**src/rtl/mips_instr_encoder.sv**
```systemverilog
// Symbolic-to-binary MIPS encoder feeding sequential program-memory writes.
// Each emitted word carries its word address; `li` may expand into lui + ori.
module mips_instr_encoder #(
    parameter int          ADDR_WIDTH = 8,
    parameter int unsigned BASE_ADDR  = 0
) (
    input  logic                  clk,
    input  logic                  reset,
    input  logic                  clear,
    input  logic                  in_valid,
    output logic                  in_ready,
    input  logic [4:0]            mnemonic,
    input  logic [4:0]            rs,
    input  logic [4:0]            rt,
    input  logic [4:0]            rd,
    input  logic [4:0]            shamt,
    input  logic [31:0]           imm,
    input  logic [25:0]           target,
    output logic                  out_valid,
    input  logic                  out_ready,
    output logic [31:0]           out_word,
    output logic [ADDR_WIDTH-1:0] out_addr,
    output logic                  bad_mnemonic
);

    localparam logic [ADDR_WIDTH-1:0] BASE = ADDR_WIDTH'(BASE_ADDR);

    localparam logic [4:0] MN_SLL   = 5'd0;
    localparam logic [4:0] MN_JR    = 5'd1;
    localparam logic [4:0] MN_MFLO  = 5'd2;
    localparam logic [4:0] MN_MULT  = 5'd3;
    localparam logic [4:0] MN_ADD   = 5'd4;
    localparam logic [4:0] MN_OR    = 5'd5;
    localparam logic [4:0] MN_SLT   = 5'd6;
    localparam logic [4:0] MN_J     = 5'd7;
    localparam logic [4:0] MN_JAL   = 5'd8;
    localparam logic [4:0] MN_BEQ   = 5'd9;
    localparam logic [4:0] MN_BNE   = 5'd10;
    localparam logic [4:0] MN_UCOPY = 5'd11;
    localparam logic [4:0] MN_ADDI  = 5'd12;
    localparam logic [4:0] MN_SLTI  = 5'd13;
    localparam logic [4:0] MN_ANDI  = 5'd14;
    localparam logic [4:0] MN_ORI   = 5'd15;
    localparam logic [4:0] MN_LUI   = 5'd16;
    localparam logic [4:0] MN_LW    = 5'd17;
    localparam logic [4:0] MN_SW    = 5'd18;
    localparam logic [4:0] MN_LI    = 5'd19;

    localparam logic [5:0] OP_LUI = 6'h0F;
    localparam logic [5:0] OP_ORI = 6'h0D;

    typedef enum logic [1:0] {
        IDLE  = 2'd0,
        EMIT  = 2'd1,
        EMIT2 = 2'd2
    } state_t;

    state_t state, state_next;

    logic [31:0]           word_q;
    logic [31:0]           second_q;
    logic                  pending_q;
    logic [ADDR_WIDTH-1:0] addr_q;
    logic                  bad_q;

    logic [31:0] enc_word;
    logic [31:0] enc_word2;
    logic        enc_two;
    logic        enc_ok;

    logic load_first;
    logic load_second;
    logic advance;
    logic clear_addr;
    logic bad_next;

    function automatic logic [31:0] r_word(input logic [4:0] f_rs, input logic [4:0] f_rt,
                                           input logic [4:0] f_rd, input logic [4:0] f_sh,
                                           input logic [5:0] funct);
        return {6'h00, f_rs, f_rt, f_rd, f_sh, funct};
    endfunction

    function automatic logic [31:0] i_word(input logic [5:0] op, input logic [4:0] f_rs,
                                           input logic [4:0] f_rt, input logic [15:0] f_imm);
        return {op, f_rs, f_rt, f_imm};
    endfunction

    // Combinational encoder: fields that a format does not use are forced to zero.
    always_comb begin
        enc_word  = '0;
        enc_word2 = '0;
        enc_two   = 1'b0;
        enc_ok    = 1'b1;
        case (mnemonic)
            MN_SLL:   enc_word = r_word(5'd0, rt, rd, shamt, 6'h00);
            MN_JR:    enc_word = r_word(rs, 5'd0, 5'd0, 5'd0, 6'h08);
            MN_MFLO:  enc_word = r_word(5'd0, 5'd0, rd, 5'd0, 6'h12);
            MN_MULT:  enc_word = r_word(rs, rt, 5'd0, 5'd0, 6'h18);
            MN_ADD:   enc_word = r_word(rs, rt, rd, 5'd0, 6'h20);
            MN_OR:    enc_word = r_word(rs, rt, rd, 5'd0, 6'h25);
            MN_SLT:   enc_word = r_word(rs, rt, rd, 5'd0, 6'h2A);
            MN_J:     enc_word = {6'h02, target};
            MN_JAL:   enc_word = {6'h03, target};
            MN_BEQ:   enc_word = i_word(6'h04, rs, rt, imm[15:0]);
            MN_BNE:   enc_word = i_word(6'h05, rs, rt, imm[15:0]);
            MN_UCOPY: enc_word = i_word(6'h06, rs, rt, imm[15:0]);
            MN_ADDI:  enc_word = i_word(6'h08, rs, rt, imm[15:0]);
            MN_SLTI:  enc_word = i_word(6'h0A, rs, rt, imm[15:0]);
            MN_ANDI:  enc_word = i_word(6'h0C, rs, rt, imm[15:0]);
            MN_ORI:   enc_word = i_word(OP_ORI, rs, rt, imm[15:0]);
            MN_LUI:   enc_word = i_word(OP_LUI, 5'd0, rt, imm[15:0]);
            MN_LW:    enc_word = i_word(6'h23, rs, rt, imm[15:0]);
            MN_SW:    enc_word = i_word(6'h2B, rs, rt, imm[15:0]);
            MN_LI: begin
                if (imm[31:16] != 16'h0000) begin
                    enc_word  = i_word(OP_LUI, 5'd0, rt, imm[31:16]);
                    enc_word2 = i_word(OP_ORI, rt, rt, imm[15:0]);
                    enc_two   = 1'b1;
                end else begin
                    enc_word  = i_word(OP_ORI, 5'd0, rt, imm[15:0]);
                end
            end
            default:  enc_ok = 1'b0;
        endcase
    end

    always_ff @(posedge clk or negedge reset) begin
        if (!reset) begin
            state <= IDLE;
        end else begin
            state <= state_next;
        end
    end

    always_comb begin
        state_next  = state;
        load_first  = 1'b0;
        load_second = 1'b0;
        advance     = 1'b0;
        clear_addr  = 1'b0;
        bad_next    = 1'b0;
        case (state)
            IDLE: begin
                clear_addr = clear;
                if (in_valid) begin
                    if (enc_ok) begin
                        load_first = 1'b1;
                        state_next = EMIT;
                    end else begin
                        bad_next = 1'b1;
                    end
                end
            end
            EMIT: begin
                if (out_ready) begin
                    advance = 1'b1;
                    if (pending_q) begin
                        load_second = 1'b1;
                        state_next  = EMIT2;
                    end else begin
                        state_next  = IDLE;
                    end
                end
            end
            EMIT2: begin
                if (out_ready) begin
                    advance    = 1'b1;
                    state_next = IDLE;
                end
            end
            default: state_next = IDLE;
        endcase
    end

    // Clear only happens in IDLE and advance only outside it, so they never collide.
    always_ff @(posedge clk or negedge reset) begin
        if (!reset) begin
            word_q    <= '0;
            second_q  <= '0;
            pending_q <= 1'b0;
            addr_q    <= BASE;
            bad_q     <= 1'b0;
        end else begin
            bad_q <= bad_next;
            if (clear_addr) begin
                addr_q <= BASE;
            end else if (advance) begin
                addr_q <= addr_q + 1'b1;
            end
            if (load_first) begin
                word_q    <= enc_word;
                second_q  <= enc_word2;
                pending_q <= enc_two;
            end else if (load_second) begin
                word_q    <= second_q;
                pending_q <= 1'b0;
            end
        end
    end

    assign in_ready     = (state == IDLE);
    assign out_valid    = (state != IDLE);
    assign out_word     = word_q;
    assign out_addr     = addr_q;
    assign bad_mnemonic = bad_q;

endmodule
```
**config.mk**
```make
export PLATFORM = sky130hd
export DESIGN_NAME = mips_instr_encoder
export DESIGN_NICKNAME = d
export VERILOG_FILES = /design/src/rtl/mips_instr_encoder.sv
export SDC_FILE = /design/constraint.sdc
export NUM_CORES = 1
export LEC_CHECK = 0
export CELL_PAD_IN_SITES_DETAIL_PLACEMENT = 1
export CELL_PAD_IN_SITES_GLOBAL_PLACEMENT = 1
export CORE_AREA = 5 5 131 95
export DETAILED_ROUTE_END_ITERATION = 8
export DIE_AREA = 0 0 136 100
export PLACE_DENSITY = 0.88
export REMOVE_ABC_BUFFERS = 1
export SYNTH_ARGS = -nofsm -noshare
export SYNTH_HDL_FRONTEND = slang
export SYNTH_SLANG_ARGS = --single-unit
```
**constraint.sdc**
```tcl
create_clock -name clk -period 2.3 [get_ports clk]
set_input_delay 0.46 -clock clk [delete_from_list [all_inputs] [get_ports clk]]
set_output_delay 0.46 -clock clk [all_outputs]
set_load 0.01 [all_outputs]
```
==> summary.txt, run 1 <==
Job
  – Max-cap violations: 0

Clock tree
  – Post-CTS Hold Buffers: 0
  – TritonCTS buffer count: 9
  – Clk sinks: 65
  – Clk buf depth: 2
  – Htree depth: 3
  – Clock Latency Late Sink: about 0.32 ns
  – Post_cts resized: 1
  – Clock input transition at the sequential cells of the worst setup and hold paths: 0.05 ns
  – Postcts setup bufs: 0
  – Root Buffer: clkbuf_16
  – TritonCTS clock tree: built

Logic synthesis
  – Dominant synthesized flop cell: dfrtp_1
  – Cell taking the most area after synthesis: dfrtp_1
  – Top-area cell type share of the netlist area: between 40% and 50%
  – Ys Warns: 0
  – Synthesized netlist cell count: 378
  – Synthesized area: around 3600 sq um
  – Library cells used by synthesis: 50
  – FFs w/ async S/R, synth: 100%
  – Seq/Total Area, Yosys: between 40% and 50%
  – Syn Area/Cell: ~9.4 sq um
  – Top post-synthesis cells by area: dfrtp_1 46%, a22o_1 5.9%, nand2_1 5.0%, a221oi_1 4.4%, a21oi_1 4.2%
  – Post-synth EDFFs: 0
  – #FFs+latches synth: 65

Route
  – Routed WL per cell: roughly 21 um
  – Via count: ~3.8k
  – Detailed Route Iter0 Violations: about 320
  – Initial DRT Pass Iterations: 5
  – Residual DRC: 0
  – Vias/cell: around 5.5
  – WL final: about 14,000 um
  – Antenna viol nets, final: 0

Timing
  – Relative slew slack: approximately 46%
  – Slew of the pin with the lowest slew margin: ~0.8 ns
  – Slew Limit Fails: 0
  – Worst hold slack: 0.230 ns
  – Clock skew: 0.00472 ns
  – Setup violators final: 0
  – RSZ-0062 raised after global routing: no
  – Final worst path period share: between 90 and 100%
  – Fmax: 444 MHz
  – Crit path time final: ~2.3 ns
  – Final Hold Fails: 0

Worst setup path
  – Worst path slowest cell: clkdlybuf4s50_1
  – Worst Path Buf+Inv: 4
  – CP Capture Type: register
  – Startpoint type of the worst setup path: input pin
  – Worst Path Arrival: 2.48 ns
  – CP Class: input pin to register
  – Crit-path max FO: 16
  – Delay-heaviest family, CP: buffers and inverters
  – Critical Path, Cell by Cell: clkdlybuf4s50_1 > nor4_4 > buf_4 > nand4_1 > buf_4 > o32ai_4 > buf_12 > a221oi_1 > a31oi_1
  – WP data required: approximately 2.5 ns
  – Worst path most repeated cell: buf_4
  – Crit-path max cell delay: 0.47 ns

Layout
  – Area Growth Syn to Fin: 57.9%
  – Antenna diodes: 0
  – Layout cells sized above 1: 14.1%
  – Fin nets: 627

GRT
  – Pin count of the biggest net entering global routing: 35
  – Vias in the first global route: 4,074
  – Grt total ovfl: 0
  – Initial antenna violation count: 0
  – Global-route wire length before repair: ~22,000 um
  – GRT Overall Usage: 20.7%

Floorplan
  – Die Y: approximately 100 um
  – Core Box Area: 10,900 sq um
  – Site Rows: 32
  – Initial Utilization: about a third
  – IO Count: between 100 and 150
  – Die area: around 14,000 sq um
  – Die width: ~140 um

Power and ir drop
  – Leak pwr: about 2.3 nW
  – Overall power: 4.84 mW
  – VDD IR max: 0.000502 V
  – Cell Pwr Density: 861 nW/um^2

Worst hold path
  – Hold Path Class: input pin to async pin

Outcome
  – Status: complete, no violations

Placement
  – Detail Placement HPWL: 11,100 um
  – Final RePlAce weighted congestion: between 0.8 and 0.9
  – IO buf count: between 100 and 150
## report_power, final
group,switching [mW],internal (mW)
clock network,0.469,0.810
registers,0.208,1.45
logic,0.874,1.03
total,1.55,3.29
## per-stage QoR
stage / area [sq um] / cells / worst slack, ns / utilization (%) / TNS, ns
after floorplan: 3400 / 344 / -0.835 / - / -29.38
after detailed placement: 5320 / 677 / -0.468 / 48.6 / -14.72
after global routing: 5620 / 692 / 0.00133 / 51.5 / 0
after global placement: 5320 / 677 / -0.369 / 48.6 / -12.08
final: 5620 / 692 / 0.0456 / 51.5 / 0
after CTS: 5600 / 692 / 0.0114 / 51.3 / 0
## worst register-to-register path, stage by stage (launching register included)
cell and delay (ns):
dfrtp_1 0.38, inv_1 0.11, ha_1 0.27, nand3_2 0.15, buf_12 0.19, a221o_1 0.28, a221oi_1 0.27, a31oi_1 0.09
## cells in the mapped netlist, types with 3 or more instances
master and number:
buf_2 8, a21oi_1 30, ha_1 4, and2_1 8
nor2_1 15, o2bb2ai_1 5, clkbuf_1 18, a21boi_0 3
a31oi_1 16, a221o_1 10, buf_4 5, and3_1 3
nor2b_1 3, nor4_1 4, xnor2_1 4, dfrtp_1 65
a32oi_1 3, xor2_1 4, nand3_1 10, nand2b_1 6
a2111oi_0 5, o21ai_0 15, a22o_1 24, a221oi_1 18
nor3_1 5, inv_1 8, nand2_1 47, a211oi_1 5
## sequential cells by signal, summed over array words and instances, names as in the netlist
name          flops
bad_mnemonic      1
out_addr          8
out_word         31
pending_q         1
second_q         22
state             2
## layout make-up
| cell class | instances | area (sq um) |
|---|---|---|
| Multi-Input combinational cell | 271 | 1770 |
| Sequential cell | 65 | 1630 |
| Timing Repair Buffer | 180 | 1720 |
| Clock buffer | 13 | 270 |
| Tap cell | 153 | 191 |
| Fill cell | 1223 | 5310 |
| Inverter | 8 | 30.0 |
| Clock inverter | 2 | 12.5 |
## layer usage
layer	routed length [um]	track usage, %	part of all wire (%)	vias up
met5	0	0	0	-
met4	157	4.88	1.1	0
met3	811	3.81	5.6	14
met2	7100	34.6	49	146
met1	6370	28.1	44	1931
li1	-	-	-	1736
## final timing paths
check / depth (start not counted) / to / slack [ns] / startpoint
max: 9 / out_word[8]$_DFFE_PN0P_ / 0.05 / imm[16]
min: 1 / out_addr[1]$_DFFE_PN0P_ / 0.23 / reset
max reg2reg: 7 / out_word[6]$_DFFE_PN0P_ / 0.44 / state[1]$_DFFE_PN0P_
min reg2reg: 1 / second_q[22]$_DFFE_PN0P_ / 0.49 / second_q[22]$_DFFE_PN0P_
max in group asynchronous: 2 / out_word[22]$_DFFE_PN0P_ / 1.39 / reset
min in group clk: 1 / second_q[22]$_DFFE_PN0P_ / 0.49 / second_q[22]$_DFFE_PN0P_
## cell usage in the layout, fill, tap and decap left out, types with 8 or more instances in the layout
master / instances
inv_1: 8
o21ai_0: 15
a221o_1: 10
dfrtp_1: 65
nand3_1: 9
nand2_1: 47
clkbuf_16: 9
and2_1: 8
nor2_1: 15
a21oi_1: 29
buf_4: 46
a22o_1: 24
a31oi_1: 15
a221oi_1: 18
clkdlybuf4s50_1: 128
## cell families (layout without fill, tap and decap cells)
kind of cell	Yosys count	after routing	share of synthesized area (%)
flip-flops	65	65	45.7
XOR/XNOR	8	8	1.97
other	1	1	0.105
AND/OR/NAND/NOR	113	113	15.4
buffers and inverters	42	203	5.48
AO/OA/AOI/OAI	145	145	29.9
adder cells (fa/ha/maj)	4	4	1.41
Power figures use the tool's default switching activity.
==> run 2, diff against run 1 <==
--- a/config.mk
+++ b/config.mk
@@ -5,12 +5,14 @@
 export SDC_FILE = /design/constraint.sdc
 export NUM_CORES = 1
 export LEC_CHECK = 0
+export ABC_AREA = 1
 export CELL_PAD_IN_SITES_DETAIL_PLACEMENT = 1
 export CELL_PAD_IN_SITES_GLOBAL_PLACEMENT = 1
-export CORE_AREA = 5 5 131 95
+export CORE_AREA = 5 5 142 104
 export DETAILED_ROUTE_END_ITERATION = 8
-export DIE_AREA = 0 0 136 100
-export PLACE_DENSITY = 0.88
+export DIE_AREA = 0 0 147 109
+export GPL_TIMING_DRIVEN = 1
+export PLACE_DENSITY = 0.77
 export REMOVE_ABC_BUFFERS = 1
 export SYNTH_ARGS = -nofsm -noshare
 export SYNTH_HDL_FRONTEND = slang
==> run 2 against run 1 <==
First-iteration DRC count decreased by 45%. Worst setup slack improved by 0.056 ns. Maximum frequency increased by 2.6%. Register-to-register slack got worse by 0.19 ns. Synthesized cell count increased by 68%. Via count increased by 18%. Clock skew increased by 0.0031 ns. Global-route usage decreased by 1.2 points. Design area increased by 7.5%. Total power increased by 9.3%. Critical path type is now register to primary output. Highest routed layer unchanged.
==> summary.txt, run 2 <==
Timing
  – Relative slew slack: 66.2%
  – Final setup margin: 0.102 ns
  – Fmax: 455 MHz
  – Final Hold Fails: 0
  – RSZ-0062 raised after global routing: no
  – Slew of the pin with the lowest slew margin: 0.507 ns
  – Crit path time final: between 2 and 2.5 ns
  – Worst hold slack: 0.167 ns
  – Setup violators final: 0
  – Slew Limit Fails: 0
  – Clock skew: approximately 0.008 ns
  – Final worst path period share: between 90% and 100%

Logic synthesis
  – Count leader, synth: nand2_1
  – Post-synth EDFFs: 0
  – Cell taking the most area after synthesis: dfrtp_1
  – Seq/Total Area, Yosys: roughly 39%
  – Top post-synthesis cells by area: dfrtp_1 39%, nand2_1 16%, nor2_1 9.6%, inv_1 8.5%, nand3_1 6.7%
  – Library cells used by synthesis: 27
  – Synthesized area: between 4000 and 5000 sq um
  – Syn Area/Cell: ~6.5 sq um
  – #FFs+latches synth: 65
  – Top cells by count, synth: 173 x nand2_1, 106 x nor2_1, 94 x inv_1, 65 x dfrtp_1, 55 x nand3_1
  – Synthesized netlist cell count: roughly 630
  – Top-area cell type share of the netlist area: about two fifths
  – FFs w/ async S/R, synth: 100%
  – Ys Warns: 0
  – Dominant synthesized flop cell: dfrtp_1

Worst setup path
  – CP Capture Type: primary output
  – CP Class: register to primary output
  – Startpoint type of the worst setup path: register
  – CP Capture Point: out_valid
  – R2R Setup Slk: approximately 0.25 ns
  – CP Launch Point: state[0]$_DFFE_PN0P_
  – WP data required: 1.84 ns
  – FF-to-FF path depth: 8
  – Crit-path max FO: 4
  – R2R Path End: second_q[22]$_DFFE_PN0P_
  – Worst Path Arrival: about 1.7 ns
  – Reg-to-Reg Start: state[1]$_DFFE_PN0P_

GRT
  – Met2 GRT Util: 33.4%
  – Pin count of the biggest net entering global routing: 74
  – Global-route wire length before repair: between 20,000 and 25,000 um
  – GRT Overall Usage: between 10% and 20%
  – GRT met1 Usage: between 20% and 30%
  – Grt total ovfl: 0
  – Gr busiest metal: met2
  – GRT met3 Usage: under 10%
  – Initial antenna violation count: 0
  – Vias in the first global route: roughly 5k

Clock tree
  – Clk buf depth: 2
  – TritonCTS buffer count: 9
  – Root Buffer: clkbuf_16
  – Post-CTS Hold Buffers: 0
  – TritonCTS clock tree: built
  – Postcts setup bufs: 0
  – Clock input transition at the sequential cells of the worst setup and hold paths: 0.06 ns
  – Clk sinks: between 60 and 70
  – Clock Latency Late Sink: approximately 0.33 ns
  – Htree depth: 3

Layout
  – Antenna diodes: 0
  – Area Growth Syn to Fin: 46.3%
  – Fin nets: between 800 and 900
  – Max FFs per register: 31
  – Commonest cells after routing, fill and taps aside: 173 x nand2_1, 128 x clkdlybuf4s50_1, 106 x nor2_1
  – Layout cells sized above 1: 7.66%
  – Most common cell after layout, fill and taps aside: nand2_1
  – Filler instances: ~1.7k

Placement
  – IO buf count: roughly 130
  – Place WS: -0.0629 ns
  – Detail Placement HPWL: 11,200 um
  – Final RePlAce weighted congestion: 0.847

Floorplan
  – Initial Utilization: a little under a third
  – Die area: approximately 16,000 sq um
  – Core Box Area: 13,400 sq um
  – Site Rows: 36
  – Die width: between 100 and 150 um
  – IO Count: roughly 130
  – Die Y: 109 um

Route
  – Initial DRT Pass Iterations: 4
  – WL final: roughly 15,000 um
  – Residual DRC: 0
  – Vias/cell: approximately 4.8
  – Antenna viol nets, final: 0
  – Via count: approximately 4.5k
  – Routed WL per cell: ~16 um
  – Detailed Route Iter0 Violations: 174

Worst hold path
  – Hold Path Class: input pin to async pin

Power and ir drop
  – VDD IR max: about 0.00041 V
  – Leak pwr: 3.03 nW
  – Cell Pwr Density: between 800 and 900 nW/um^2

Job
  – Max-cap violations: 0

Outcome
  – Status: complete, no violations
==> run 2: area by class of cell <==
| cell class | count | area, sq um | area share, % |
|---|---|---|---|
| multi-input cells | 438 | 1970 | 32.6 |
| well taps | 171 | 214 | 3.54 |
| inverters | 105 | 394 | 6.52 |
| repair buffers | 146 | 1490 | 24.6 |
| clock buffers | 10 | 239 | 3.95 |
| clock inverters | 6 | 115 | 1.90 |
| flip-flops and latches | 65 | 1630 | 26.9 |
==> run 2: cells by family after synthesis <==
kind of cell    share of synthesized area, %
other cells                           0.0907
fa+ha+maj                               1.21
buf+inv                                 13.3
flops                                   39.3
simple gates                            35.4
compound gates                          10.7
==> run 2: how the worst min path moves through the flow <==
stage,from,endpoint,slack [ns],cells after the start
floorplan,reset,bad_mnemonic$_DFF_PN0_,0.16,0
global placement,out_word[27]$_DFFE_PN0P_,out_word[27]$_DFFE_PN0P_,0.47,2
detailed placement,out_word[27]$_DFFE_PN0P_,out_word[27]$_DFFE_PN0P_,0.47,2
CTS,reset,out_word[0]$_DFFE_PN0P_,0.17,2
global route,reset,second_q[2]$_DFFE_PN0P_,0.19,2
finish,reset,out_word[0]$_DFFE_PN0P_,0.17,2
==> run 2: per-layer routing <==
metal	vias up	part of all wire (%)
li1	2222	-
met1	2161	48
met2	108	46
met3	12	4.7
met4	0	1.1
met5	-	0
==> run 2: timing repair <==
action | 4_1_cts | 5_1_grt
hold endpoints to repair | 0 | 0
resized for setup | 0 | 1
setup endpoints to repair | 0 | 1
==> run 2: critical path, stage by stage, from the launching register on <==
cell and delay (ns):
dfrtp_1 0.38, inv_1 0.08, ha_1 0.26, inv_2 0.14, clkdlybuf4s50_1 0.56
==> run 2: report_power, final <==
group          internal (mW)  switching [mW]
Clock                   1.09           0.534
Sequential              1.47           0.226
Combinational          0.975           0.991
==> run 2: stage by stage <==
| stage | power, mW | std cells | TNS, ns | utilization (%) | area, sq um |
|---|---|---|---|---|---|
| floorplan | 2.48 | 608 | -102.07 | - | 3980 |
| detailed placement | 3.68 | 925 | -0.657 | 42.6 | 5690 |
| CTS | 5.34 | 941 | 0 | 45.2 | 6050 |
| global placement | 3.61 | 925 | -0.0230 | 42.6 | 5690 |
| finish | 5.29 | 941 | 0 | 45.2 | 6050 |
| global route | 5.60 | 941 | 0 | 45.2 | 6050 |
